## src/rtl/sar_data_collector_if.sv

```systemverilog
// Bundle of the SAR data-collector signals: strobe/data capture inputs, FIFO consumer handshake, status.
// The slave side is the collector; the master side is whatever drives the SAR bus and drains the FIFO.
interface sar_data_collector_if #(
  parameter int DEPTH = 4,
  parameter int CNT_W = 16
);
  localparam int LW = $clog2(DEPTH) + 1;

  logic [5:0]       data_i;
  logic             clk_data_i;
  logic             single_ended_i;
  logic             clr_i;
  logic             ready_i;
  logic [11:0]      code_o;
  logic             se_o;
  logic             valid_o;
  logic             overflow_o;
  logic             short_o;
  logic [LW-1:0]    level_o;
  logic [CNT_W-1:0] word_cnt_o;

  modport slave (
    input  data_i, clk_data_i, single_ended_i, clr_i, ready_i,
    output code_o, se_o, valid_o, overflow_o, short_o, level_o, word_cnt_o
  );

  modport master (
    output data_i, clk_data_i, single_ended_i, clr_i, ready_i,
    input  code_o, se_o, valid_o, overflow_o, short_o, level_o, word_cnt_o
  );
endinterface

```

## src/rtl/sar_data_collector.sv

```systemverilog
// Assembles inverted SAR half-words into 12-bit codes and queues them in a first-word-fall-through FIFO.
//
// state  | meaning
// S_IDLE | waiting for a clean rising edge of the data strobe
// S_HIGH | upper half-word captured, waiting for the second strobe-high cycle
// S_LOW  | lower half-word being tracked; last strobe-high cycle wins, commit on strobe fall
module sar_data_collector #(
  parameter int DEPTH = 4,
  parameter int CNT_W = 16
) (
  input  logic                  clk,
  input  logic                  rst_z,
  sar_data_collector_if.slave   bus
);
  localparam int AW = $clog2(DEPTH);
  localparam int LW = AW + 1;
  localparam logic [LW-1:0] FULL_LVL = LW'(DEPTH);

  typedef enum logic [1:0] {S_IDLE, S_HIGH, S_LOW} state_t;

  state_t state_q, state_d;

  logic [5:0]       hi_q, lo_q;
  logic             strb_q;
  logic             armed_q;
  logic             hi_ld, lo_ld, commit, short_evt;
  logic             rise;

  logic [12:0]      mem [DEPTH];
  logic [AW-1:0]    wr_ptr_q, rd_ptr_q;
  logic [LW-1:0]    level_q;
  logic [CNT_W-1:0] word_cnt_q;
  logic             overflow_q, short_q;

  logic             full, valid, pop, push;
  logic [11:0]      code_c;
  logic             se_c;
  logic [12:0]      head;

  // armed_q blocks capture until the strobe has been seen low after reset
  assign rise = bus.clk_data_i & ~strb_q & armed_q;

  always_ff @(posedge clk or negedge rst_z) begin
    if (!rst_z) begin
      state_q <= S_IDLE;
      strb_q  <= 1'b0;
      armed_q <= 1'b0;
      hi_q    <= '0;
      lo_q    <= '0;
    end else begin
      state_q <= state_d;
      strb_q  <= bus.clk_data_i;
      if (!bus.clk_data_i) armed_q <= 1'b1;
      if (hi_ld) hi_q <= bus.data_i;
      if (lo_ld) lo_q <= bus.data_i;
    end
  end

  always_comb begin
    state_d   = state_q;
    hi_ld     = 1'b0;
    lo_ld     = 1'b0;
    commit    = 1'b0;
    short_evt = 1'b0;
    case (state_q)
      S_IDLE: begin
        if (rise) begin
          state_d = S_HIGH;
          hi_ld   = 1'b1;
        end
      end
      S_HIGH: begin
        if (bus.clk_data_i) begin
          state_d = S_LOW;
          lo_ld   = 1'b1;
        end else begin
          state_d   = S_IDLE;
          short_evt = 1'b1;
        end
      end
      S_LOW: begin
        if (bus.clk_data_i) begin
          lo_ld = 1'b1;
        end else begin
          state_d = S_IDLE;
          commit  = 1'b1;
        end
      end
      default: state_d = S_IDLE;
    endcase
  end

  // The SAR bus is inverted; single-ended mode has no sign bit
  assign se_c   = bus.single_ended_i;
  assign code_c = se_c ? {1'b0, ~hi_q[4:0], ~lo_q} : {~hi_q, ~lo_q};

  assign full  = (level_q == FULL_LVL);
  assign valid = (level_q != '0);
  assign pop   = valid & bus.ready_i;
  assign push  = commit & (~full | pop);

  always_ff @(posedge clk) begin
    if (push) mem[wr_ptr_q] <= {se_c, code_c};
  end

  always_ff @(posedge clk or negedge rst_z) begin
    if (!rst_z) begin
      wr_ptr_q <= '0;
      rd_ptr_q <= '0;
      level_q  <= '0;
    end else begin
      if (push) wr_ptr_q <= wr_ptr_q + 1'b1;
      if (pop)  rd_ptr_q <= rd_ptr_q + 1'b1;
      case ({push, pop})
        2'b10:   level_q <= level_q + 1'b1;
        2'b01:   level_q <= level_q - 1'b1;
        default: level_q <= level_q;
      endcase
    end
  end

  // Clear wins over a same-cycle increment or flag set
  always_ff @(posedge clk or negedge rst_z) begin
    if (!rst_z) begin
      word_cnt_q <= '0;
      overflow_q <= 1'b0;
      short_q    <= 1'b0;
    end else if (bus.clr_i) begin
      word_cnt_q <= '0;
      overflow_q <= 1'b0;
      short_q    <= 1'b0;
    end else begin
      if (push)            word_cnt_q <= word_cnt_q + 1'b1;
      if (commit && !push) overflow_q <= 1'b1;
      if (short_evt)       short_q    <= 1'b1;
    end
  end

  assign head           = mem[rd_ptr_q];
  assign bus.code_o     = valid ? head[11:0] : 12'h000;
  assign bus.se_o       = valid ? head[12]   : 1'b0;
  assign bus.valid_o    = valid;
  assign bus.level_o    = level_q;
  assign bus.word_cnt_o = word_cnt_q;
  assign bus.overflow_o = overflow_q;
  assign bus.short_o    = short_q;
endmodule
```

## src/flat_wrapper.sv

```systemverilog
// flat-port wrapper written by rule: the top's interface ports become plain ports
module sar_data_collector_flat 
#(
  parameter int DEPTH = 4,
  parameter int CNT_W = 16
)
  (clk, rst_z, bus_data_i, bus_clk_data_i, bus_single_ended_i, bus_clr_i, bus_ready_i, bus_code_o, bus_se_o, bus_valid_o, bus_overflow_o, bus_short_o, bus_level_o, bus_word_cnt_o);
  sar_data_collector_if #(.DEPTH(DEPTH), .CNT_W(CNT_W)) bus_i ();
  input  logic clk;
  input  logic rst_z;
  input wire logic [$bits(bus_i.data_i)-1:0] bus_data_i;
  input wire logic [$bits(bus_i.clk_data_i)-1:0] bus_clk_data_i;
  input wire logic [$bits(bus_i.single_ended_i)-1:0] bus_single_ended_i;
  input wire logic [$bits(bus_i.clr_i)-1:0] bus_clr_i;
  input wire logic [$bits(bus_i.ready_i)-1:0] bus_ready_i;
  output wire logic [$bits(bus_i.code_o)-1:0] bus_code_o;
  output wire logic [$bits(bus_i.se_o)-1:0] bus_se_o;
  output wire logic [$bits(bus_i.valid_o)-1:0] bus_valid_o;
  output wire logic [$bits(bus_i.overflow_o)-1:0] bus_overflow_o;
  output wire logic [$bits(bus_i.short_o)-1:0] bus_short_o;
  output wire logic [$bits(bus_i.level_o)-1:0] bus_level_o;
  output wire logic [$bits(bus_i.word_cnt_o)-1:0] bus_word_cnt_o;
  assign bus_i.data_i = bus_data_i;
  assign bus_i.clk_data_i = bus_clk_data_i;
  assign bus_i.single_ended_i = bus_single_ended_i;
  assign bus_i.clr_i = bus_clr_i;
  assign bus_i.ready_i = bus_ready_i;
  assign bus_code_o = bus_i.code_o;
  assign bus_se_o = bus_i.se_o;
  assign bus_valid_o = bus_i.valid_o;
  assign bus_overflow_o = bus_i.overflow_o;
  assign bus_short_o = bus_i.short_o;
  assign bus_level_o = bus_i.level_o;
  assign bus_word_cnt_o = bus_i.word_cnt_o;
  sar_data_collector #(.DEPTH(DEPTH), .CNT_W(CNT_W)) u_core (.clk(clk), .rst_z(rst_z), .bus(bus_i));
endmodule
```

## config.mk

```make
export PLATFORM = sky130hd
export DESIGN_NAME = sar_data_collector_flat
export DESIGN_NICKNAME = d
export VERILOG_FILES = /design/src/rtl/sar_data_collector_if.sv /design/src/rtl/sar_data_collector.sv /design/src/flat_wrapper.sv
export SDC_FILE = /design/constraint.sdc
export NUM_CORES = 1
export LEC_CHECK = 0
export CAP_MARGIN = 10
export CORE_MARGIN = 8
export CORE_UTILIZATION = 40
export DETAILED_ROUTE_END_ITERATION = 16
export MAX_ROUTING_LAYER = met4
export PLACE_DENSITY = 0.59
export SLEW_MARGIN = 20
export SYNTH_ARGS = -nofsm -noshare
export SYNTH_HDL_FRONTEND = slang
export SYNTH_SLANG_ARGS = --single-unit
```

## constraint.sdc

```tcl
create_clock -name clk -period 2.51 [get_ports clk]
set_input_delay 0.502 -clock clk [delete_from_list [all_inputs] [get_ports clk]]
set_output_delay 0.502 -clock clk [all_outputs]
set_load 0.1 [all_outputs]
```

### After elaboration in Yosys (flattened, before gate mapping)

Memories as Yosys holds them, arrays and structs flattened.
Cells that the tools add are included.

* bits in registers: 41
* output and inout port bits: 35
* memory bits (writable): 52
* memories: 1
* logic and storage cells: 67

* mux-type cells: 23
* bitwise operators: 10
* equality and inequality tests: 7
* add/subtract/negate cells: 5
* reductions and logical operators: 10

Memory list
* u_core.mem: depth 4, width 13, read ports 1, clocked after Yosys merged registers in 0, wr ports 1, RTL line sar_data_collector.sv:29 `logic [12:0] mem [DEPTH];`

Operators with widths (number)
* $mux W16: 2
* $mux W12: 2
* $add A16 B1 Y16 const B: 1
* $mux W1: 14
* $not A6 Y6: 2
* $reduce_bool A2 Y1: 4
* $mux W2: 3
* $pmux W2 S3: 1
* $pmux W3 S2: 1
* $not A5 Y5: 1
* $add A2 B1 Y2 const B: 2
* $and A1 B1 Y1: 4
* $eq A2 B1 Y1 const B: 2
* $eq A2 B2 Y1 const B: 2
* $add A3 B1 Y3 const B: 1
* $eq A3 B3 Y1 const B: 1
* $reduce_bool A3 Y1: 1
* $sub A3 B1 Y3 const B: 1
* $logic_not A2 Y1: 1
* $ne A2 B1 Y1 const B: 1
* $ne A2 B2 Y1 const B: 1
* $not A1 Y1: 2
* $reduce_and A2 Y1: 1
* $reduce_or A2 Y1: 1
* other kinds (3): 3

### Logic depth before layout (Yosys ltp)

Gate-level depths: netlist of run 1.

* word-level depth: 8
* mapped depth: 10

### Least setup slack after synthesis of run 1

Ideal clock, no wire load.

* kind: reg-to-output
* start: register u_core.level_q[0], in the netlist u_core.bus.level_o[0]
* end: output bus_code_o[10]
* data required time: 2008 ps
* stages on the path, launching flop included: 4
* arrival time: 3077 ps
* setup slack: -1069 ps
* buffers on the path: 1
* cell sequence: dfrtp_1 -> or3_1 -> clkbuf_1 -> and2_1

* longest elaborated chain between the ends: 2

RTL lines
* start: declaration: RTL line sar_data_collector.sv:31 `logic [LW-1:0] level_q;`
* start signal: assignment: RTL line sar_data_collector.sv:115 `2'b10: level_q <= level_q + 1'b1;`
* start signal: assignment: RTL line sar_data_collector.sv:116 `2'b01: level_q <= level_q - 1'b1;`
* start signal: assignment: RTL line sar_data_collector.sv:117 `default: level_q <= level_q;`
* $reduce_bool A3 Y1: RTL line sar_data_collector.sv:98 `assign valid = (level_q != '0);`
* via bus_valid_o: RTL line flat_wrapper.sv:18 `output wire logic [$bits(bus_i.valid_o)-1:0] bus_valid_o;`
* $mux W12: RTL line sar_data_collector.sv:140 `assign bus.code_o = valid ? head[11:0] : 12'h000;`
* end: declaration: RTL line flat_wrapper.sv:16 `output wire logic [$bits(bus_i.code_o)-1:0] bus_code_o;`

The timed path passes the listed nets, and every way through them passes these cells.

### Worst setup path in the final report of run 1

* start: register u_core.rd_ptr_q[0]
* end: output bus_code_o[8]

* longest elaborated chain between the ends: 2

RTL lines
* start: declaration: RTL line sar_data_collector.sv:30 `logic [AW-1:0] wr_ptr_q, rd_ptr_q;`
* start signal: assignment: RTL line sar_data_collector.sv:113 `if (pop) rd_ptr_q <= rd_ptr_q + 1'b1;`
* $mem_v2 Z4 W13
* $mux W12: RTL line sar_data_collector.sv:140

Every way passes these cells.

==> impl_results.md, run 1 <==
* Fin crit share at 0.965
* Max stage delay on crit path at 0.52 ns
* M3 GR Usage at 0.0310
* Clock network fraction of design power at 0.164
* DP Wirelength at 5130 um
* Clk sink count at 93
* Max Cap Viol at 0
* Final setup fails at 0
* Setup WS post-layout at 0.0882 ns
* Dominant cells by area after synthesis: edfxtp_1 40%, dfrtp_1 26%, mux4_2 7.4%, mux2_2 3.4%, and2_1 2.9%
* Leakage at 2.00 nW
* #FFs+latches synth at 93
* Mapped Cells at 267
* CP endpoint kind: output pin
* DR DRC count at 0
* Slew @ Worst Pin at 0.655 ns
* Area delta synth->final at 27.5%
* WP data required at 2.01 ns
* GRT Total Usage at 0.121
* CTS max path bufs at 2
* Worst setup SP type: register
* Pin count of the biggest net entering global routing at 27
* Fmax at 413 MHz
* CTS clock-pin slew for the worst setup and hold paths at 0.10 ns
* Number of global-route vias before repair at 2368
* Gr busiest metal: met2
* Core area at 9680 sq um
* Post-route insts no fill at 470
* Layout Nets at 354
* Fill cell count at 827
* Final hold violations at 0
* IO buf count at 46
* Placer Congestion at 0.741
* Post-DR vias/cell at 4.78
* Async set-reset flop share out of synthesis at 0.441
* Pwr/cell area at 1270 nW/um^2
* CP Max Fanout at 13
* Setup bufs post-CTS at 0
* Kind of critical path: reg2out
* Most frequent cells in the layout: 52 x edfxtp_1, 38 x dfrtp_1, 34 x buf_4, 23 x inv_1, 18 x buf_12
* Sequential Area at 2590 sq um
* Cell family with most CP delay: multiplexers
* Crit-path cells: buf_12 -> mux4_2 -> and2_2 -> buf_12
* Internal power at 3.67 mW
* Fin area at 5030 sq um
* Commonest non-fill, non-tap cell in the layout: edfxtp_1
* Hold Path Class: in2async
* Placement Setup Slack at -0.0661 ns
* WHS at 0.0471 ns
* Grt met2 use at 0.196
* Root Buffer: clkbuf_8
* Post-synth top area share at 0.396
* NetSw at 2.75 mW
* Layout Utilization at 0.520
* Die H at 115 um
* Placed inst area at 4820 sq um
* Seq pwr share at 0.330
* Post-CTS sizing at 0
* H-tree levels at 3
* Starting Density at 0.407
* Combinational power share at 0.506
* Global-route wire length before repair at 12000 um
* Crit path DAT at 1.92 ns
* Worst Skew at 0.00773 ns
* CTS tree: done
* Outcome: finished clean
* Io pins at 47
* Mapped Area at 3950 sq um
* Max Slew Vio Count at 0
* Initial antenna violation count at 0
* Synth warnings at 0
* Most used DFF post-synth: edfxtp_1
* Post-synth EDFFs at 52
* Net count after synthesis at 289
* Slew Limit Headroom at 0.562
* Router iterations before antenna repair at 4
* Fin crit period at 2.42 ns
* DR vias at 2246
* Switch share at 0.429
* Critical-path top delay cell: mux4_2
* Grt total ovfl at 0
* Worst-Skew Late Latency at 0.35 ns
* Area of the multi-input gates at 1250 sq um
* Die footprint at 13300 sq um
* RSZ-0062 raised after global routing: no
* Routed Wire Length at 7250 um
* Synth cell types at 37
* Avg Cell Area, Syn at 14.8 sq um
* Share of layout cells above drive strength 1 at 0.329
* Initial drt markers at 109
* # rows at 36
* CTS buffer count at 9
* Post-route ant nets at 0
* DR WL/cell at 15.4 um
* Antenna Cells at 0
* DP Cell Count at 454
* CTS hold repair buffers at 0
* Peak supply drop at 845 uV
* Die Wd at 115 um
* Critical Path Most Common Cell: buf_12
* Crit path buf inv count at 2
* GR Util met1 at 0.145
* Register area share after synthesis at 0.656
* Cell taking the most area after synthesis: edfxtp_1
-- cells by family after synthesis --
kind of cell	after synthesis	share of synthesized area
flops	93	0.656
simple gates	69	0.104
buf+inv	32	0.0314
mux	27	0.114
compound gates	22	0.0311
xor+xnor	14	0.0311
fa+ha+maj	10	0.0336
-- routing by layer --
layer,vias up,wire length [um]
li1,1088,-
met1,1110,3320
met2,43,3600
met3,5,258
met4,0,69
met5,-,0
-- area by class of cell --
cell class,count,area share
sequential,93,0.516
multi-input combinational,142,0.249
timing repair buffer,63,0.143
tap,133,0.0331
clock buffer,9,0.0246
clock inverter,7,0.0174
inverter,23,0.0172
-- cell usage after synthesis (3+ instances only) --
master	number
a21oi_1	9
and2_1	18
buf_2	3
clkbuf_1	5
dfrtp_1	41
edfxtp_1	52
ha_1	9
inv_1	23
mux2_2	12
mux4_2	13
nand2_1	9
nand3_1	4
nor2_1	12
nor3_1	3
o21ai_0	9
or3_1	9
xnor2_1	10
xor2_1	4
-- sequential cells by signal (all words and copies together), names as in the netlist --
signal,count
u_core.rd_ptr_q,2
u_core.bus.level_o,3
u_core.wr_ptr_q,2
u_core.strb_q,1
u_core.lo_q,6
u_core.bus.overflow_o,1
u_core.bus.word_cnt_o,16
u_core.bus.short_o,1
u_core.hi_q,6
u_core.state_q,2
u_core.armed_q,1
u_core.mem,52
-- power groups by stage --
stage	Sequential [mW]	Clock (mW)	Combinational [mW]
4_1_cts	2.12	1.08	3.29
3_3_place_gp	2.14	0	3.25
5_1_grt	2.14	1.16	3.41
6_report	2.12	1.05	3.24
3_5_place_dp	2.15	0	3.29
2_1_floorplan	2.33	0	2.02
-- final timing paths --
check / from / end / slack, ns / depth (start not counted)
min: rst_z / u_core.bus.level_o[2]$_DFFE_PN0P_ / 0.05 / 1
min reg2reg: u_core.rd_ptr_q[1]$_DFFE_PN0P_ / u_core.rd_ptr_q[1]$_DFFE_PN0P_ / 0.48 / 1
max reg2reg: u_core.bus.level_o[1]$_DFFE_PN0P_ / u_core.bus.level_o[2]$_DFFE_PN0P_ / 0.40 / 10
min in group clk: u_core.rd_ptr_q[1]$_DFFE_PN0P_ / u_core.rd_ptr_q[1]$_DFFE_PN0P_ / 0.48 / 1
max: u_core.rd_ptr_q[0]$_DFFE_PN0P_ / bus_code_o[8] / 0.09 / 4
max in group asynchronous: rst_z / u_core.hi_q[3]$_DFFE_PN0P_ / 1.78 / 2
-- per-stage QoR --
step           setup TNS [ns]  power (mW)
5_1_grt                     0        6.72
6_report                    0        6.41
3_5_place_dp          -0.0661        5.43
3_3_place_gp          -0.0227        5.39
2_1_floorplan          -0.185        4.35
4_1_cts                     0        6.49
Note: power is estimated with default switching activity, not from simulation.
==> inputs of run 2 (changes only) <==
Settings changed: CAP_MARGIN 10 to 25, GPL_TIMING_DRIVEN from default to 0.
==> run 2 against run 1 <==
Sequential power barely moved. Critical path type unchanged. Largest power group unchanged. Highest routed layer unchanged. Worst setup slack lost 0.038 ns. Critical path depth shrank 3.
==> impl_results.md, run 2 (synthesized netlist as in run 1, its figures left out) <==
* Outcome: finished clean
* Number of global-route vias before repair at 2290 (-3.3%)
* Max reg flops at 52 (unchanged)
* Share of layout cells above drive strength 1 at 0.268 (-0.0615)
* Worst setup SP type: register
* Router iterations before antenna repair at 4 (unchanged)
* Initial antenna violation count at 0 (unchanged)
* Die footprint at 13300 sq um (unchanged)
* Critical path origin: u_core.bus.word_cnt_o[7]$_DFFE_PN0P_
* Kind of critical path: reg2out
* CTS clock-pin slew for the worst setup and hold paths at 0.09 ns (about the same)
* Pwr/cell area at 1220 nW/um^2 (-4.3%)
* CTS buffer count at 9 (unchanged)
* Crit. path cell count at 1 (-3)
* Reg2Reg Depth at 7 (-3)
* Worst Skew at 0.0140 ns (+0.00628 ns)
* IO buf count at 45 (-2.2%)
* GRT Total Usage at 0.121 (-0.000227)
* Fill cell count at 845 (+2.2%)
* Critical-path top delay cell: clkdlybuf4s50_1
* Die Wd at 115 um (unchanged)
* Post-route ant nets at 0 (unchanged)
* Global-route wire length before repair at 12000 um (-0.57%)
* Slew Limit Headroom at 0.340 (-0.222)
* Post-DR vias/cell at 4.73 (-1.0%)
* Layout Utilization at 0.506 (-0.0136)
* RR Startpoint: u_core.state_q[0]$_DFFE_PN0P_
* Clk sink count at 93 (unchanged)
* CP endpoint kind: output pin
* Max stage delay on crit path at 1.17 ns (+0.65 ns)
* Die H at 115 um (unchanged)
* Crit path DAT at 1.96 ns (+0.04 ns)
* DR DRC count at 0 (unchanged)
* Final hold violations at 0 (unchanged)
* Core area at 9680 sq um (unchanged)
* Fin crit period at 2.46 ns (+0.0376 ns)
* Layout Nets at 353 (-0.28%)
* CP Max Fanout at 4 (-9)
* DR WL/cell at 15.3 um (-0.73%)
* Grt total ovfl at 0 (unchanged)
* Fmax at 407 MHz (-1.5%)
* Slew @ Worst Pin at 0.987 ns (+0.332 ns)
* Final setup fails at 0 (unchanged)
* CTS max path bufs at 2 (unchanged)
* Worst reg-to-reg setup slack at 0.27 ns (-0.13 ns)
* Initial drt markers at 86 (-21%)
* Root Buffer: clkbuf_8
* CTS tree: done
* Fin crit share at 0.980 (+0.0150)
* Crit path buf inv count at 1 (-1)
* Hold Path Class: in2async
* DP Wirelength at 4940 um (-3.8%)
* Pin count of the biggest net entering global routing at 22 (-19%)
* Commonest non-fill, non-tap cell in the layout: edfxtp_1
* WHS at 0.109 ns (+0.0619 ns)
* Placer Congestion at 0.713 (-3.8%)
* Io pins at 47 (unchanged)
* Crit-path cells: clkdlybuf4s50_1
* Reg-to-Reg End: u_core.bus.word_cnt_o[13]$_DFFE_PN0P_
* Leakage at 1.99 nW (-0.55%)
* DR vias at 2218 (-1.2%)
* Max Cap Viol at 0 (unchanged)
* WP data required at 2.01 ns (about the same)
* Antenna Cells at 0 (unchanged)
* Max Slew Vio Count at 0 (unchanged)
* H-tree levels at 3 (unchanged)
* Worst-Skew Late Latency at 0.36 ns (about the same)
* Routed Wire Length at 7180 um (-0.94%)
* Top reg by flops: u_core.mem
* Starting Density at 0.407 (unchanged)
* Most frequent cells in the layout: 52 x edfxtp_1, 37 x dfrtp_1, 23 x inv_1, 23 x clkdlybuf4s50_1, 13 x mux4_2
* # rows at 36 (unchanged)
* Cell family with most CP delay: buffers and inverters
* Area delta synth->final at 24.2%
* Worst setup path endpoint: bus_word_cnt_o[7]
* RSZ-0062 raised after global routing: no
* Peak supply drop at 689 uV (-18%)
run 2: cell count changes in the layout (fill, tap and decap cells not counted), sizes merged:
| cell | delta |
|---|---|
| buf | -28 |
| clkbuf | +10 |
| clkdlybuf4s50 | +13 |
| clkinvlp | +1 |
| dlygate4sd2 | +1 |
| dlymetal6s2s | +6 |
| inv | -4 |
run 2: metrics by stage:
step / power (mW) / worst slack [ns] / instances / TNS [ns] / cell area (sq um)
detailed placement: 4.98 / -0.931 / 446 / -34.37 / 4610
global route: 6.30 / 0.00138 / 469 / 0 / 4900
CTS: 5.97 / 0.0000677 / 463 / 0 / 4810
global placement: 4.93 / -0.886 / 445 / -42.33 / 4580
finish: 5.98 / 0.0505 / 469 / 0 / 4900
floorplan: 4.35 / -0.0206 / 267 / -0.185 / 3970
run 2: layout make-up:
class                      count  area (sq um)  area share
tap                          133           166      0.0340
clock buffer                  12           156      0.0319
multi-input combinational    142          1280       0.260
clock inverter                 4          55.1      0.0112
buffer                         8          52.6      0.0107
timing repair buffer          54           512       0.104
sequential                    93          2590       0.530
inverter                      23          86.3      0.0176
run 2: worst min path at each step:
stage / slack, ns / endpoint / start
3_3_place_gp: 0.47 / u_core.armed_q$_DFFE_PN0N_ / u_core.armed_q$_DFFE_PN0N_
3_5_place_dp: 0.49 / u_core.armed_q$_DFFE_PN0N_ / u_core.armed_q$_DFFE_PN0N_
4_1_cts: 0.12 / u_core.bus.word_cnt_o[3]$_DFFE_PN0P_ / rst_z
2_1_floorplan: 0.21 / u_core.armed_q$_DFFE_PN0N_ / rst_z
5_1_grt: 0.13 / u_core.bus.word_cnt_o[3]$_DFFE_PN0P_ / rst_z
6_report: 0.11 / u_core.bus.word_cnt_o[3]$_DFFE_PN0P_ / rst_z
run 2: routing by layer:
layer,track usage,part of all wire,vias up
met5,-,0,-
met4,0.0420,0.015,0
met3,0.0373,0.053,8
met2,0.184,0.46,42
met1,0.149,0.47,1086
li1,-,-,1082
run 2: report_power, final:
group	internal (mW)	switching, mW
Clock	0.528	0.521
Sequential	1.97	0.160
Combinational	0.857	1.95
run 2: what timing repair did:
action,in CTS,in global routing
pin swaps,0,1
hold buffers,0,0
endpoints found under the setup margin,69,42
gates resized for setup,82,22
setup buffers,2,6
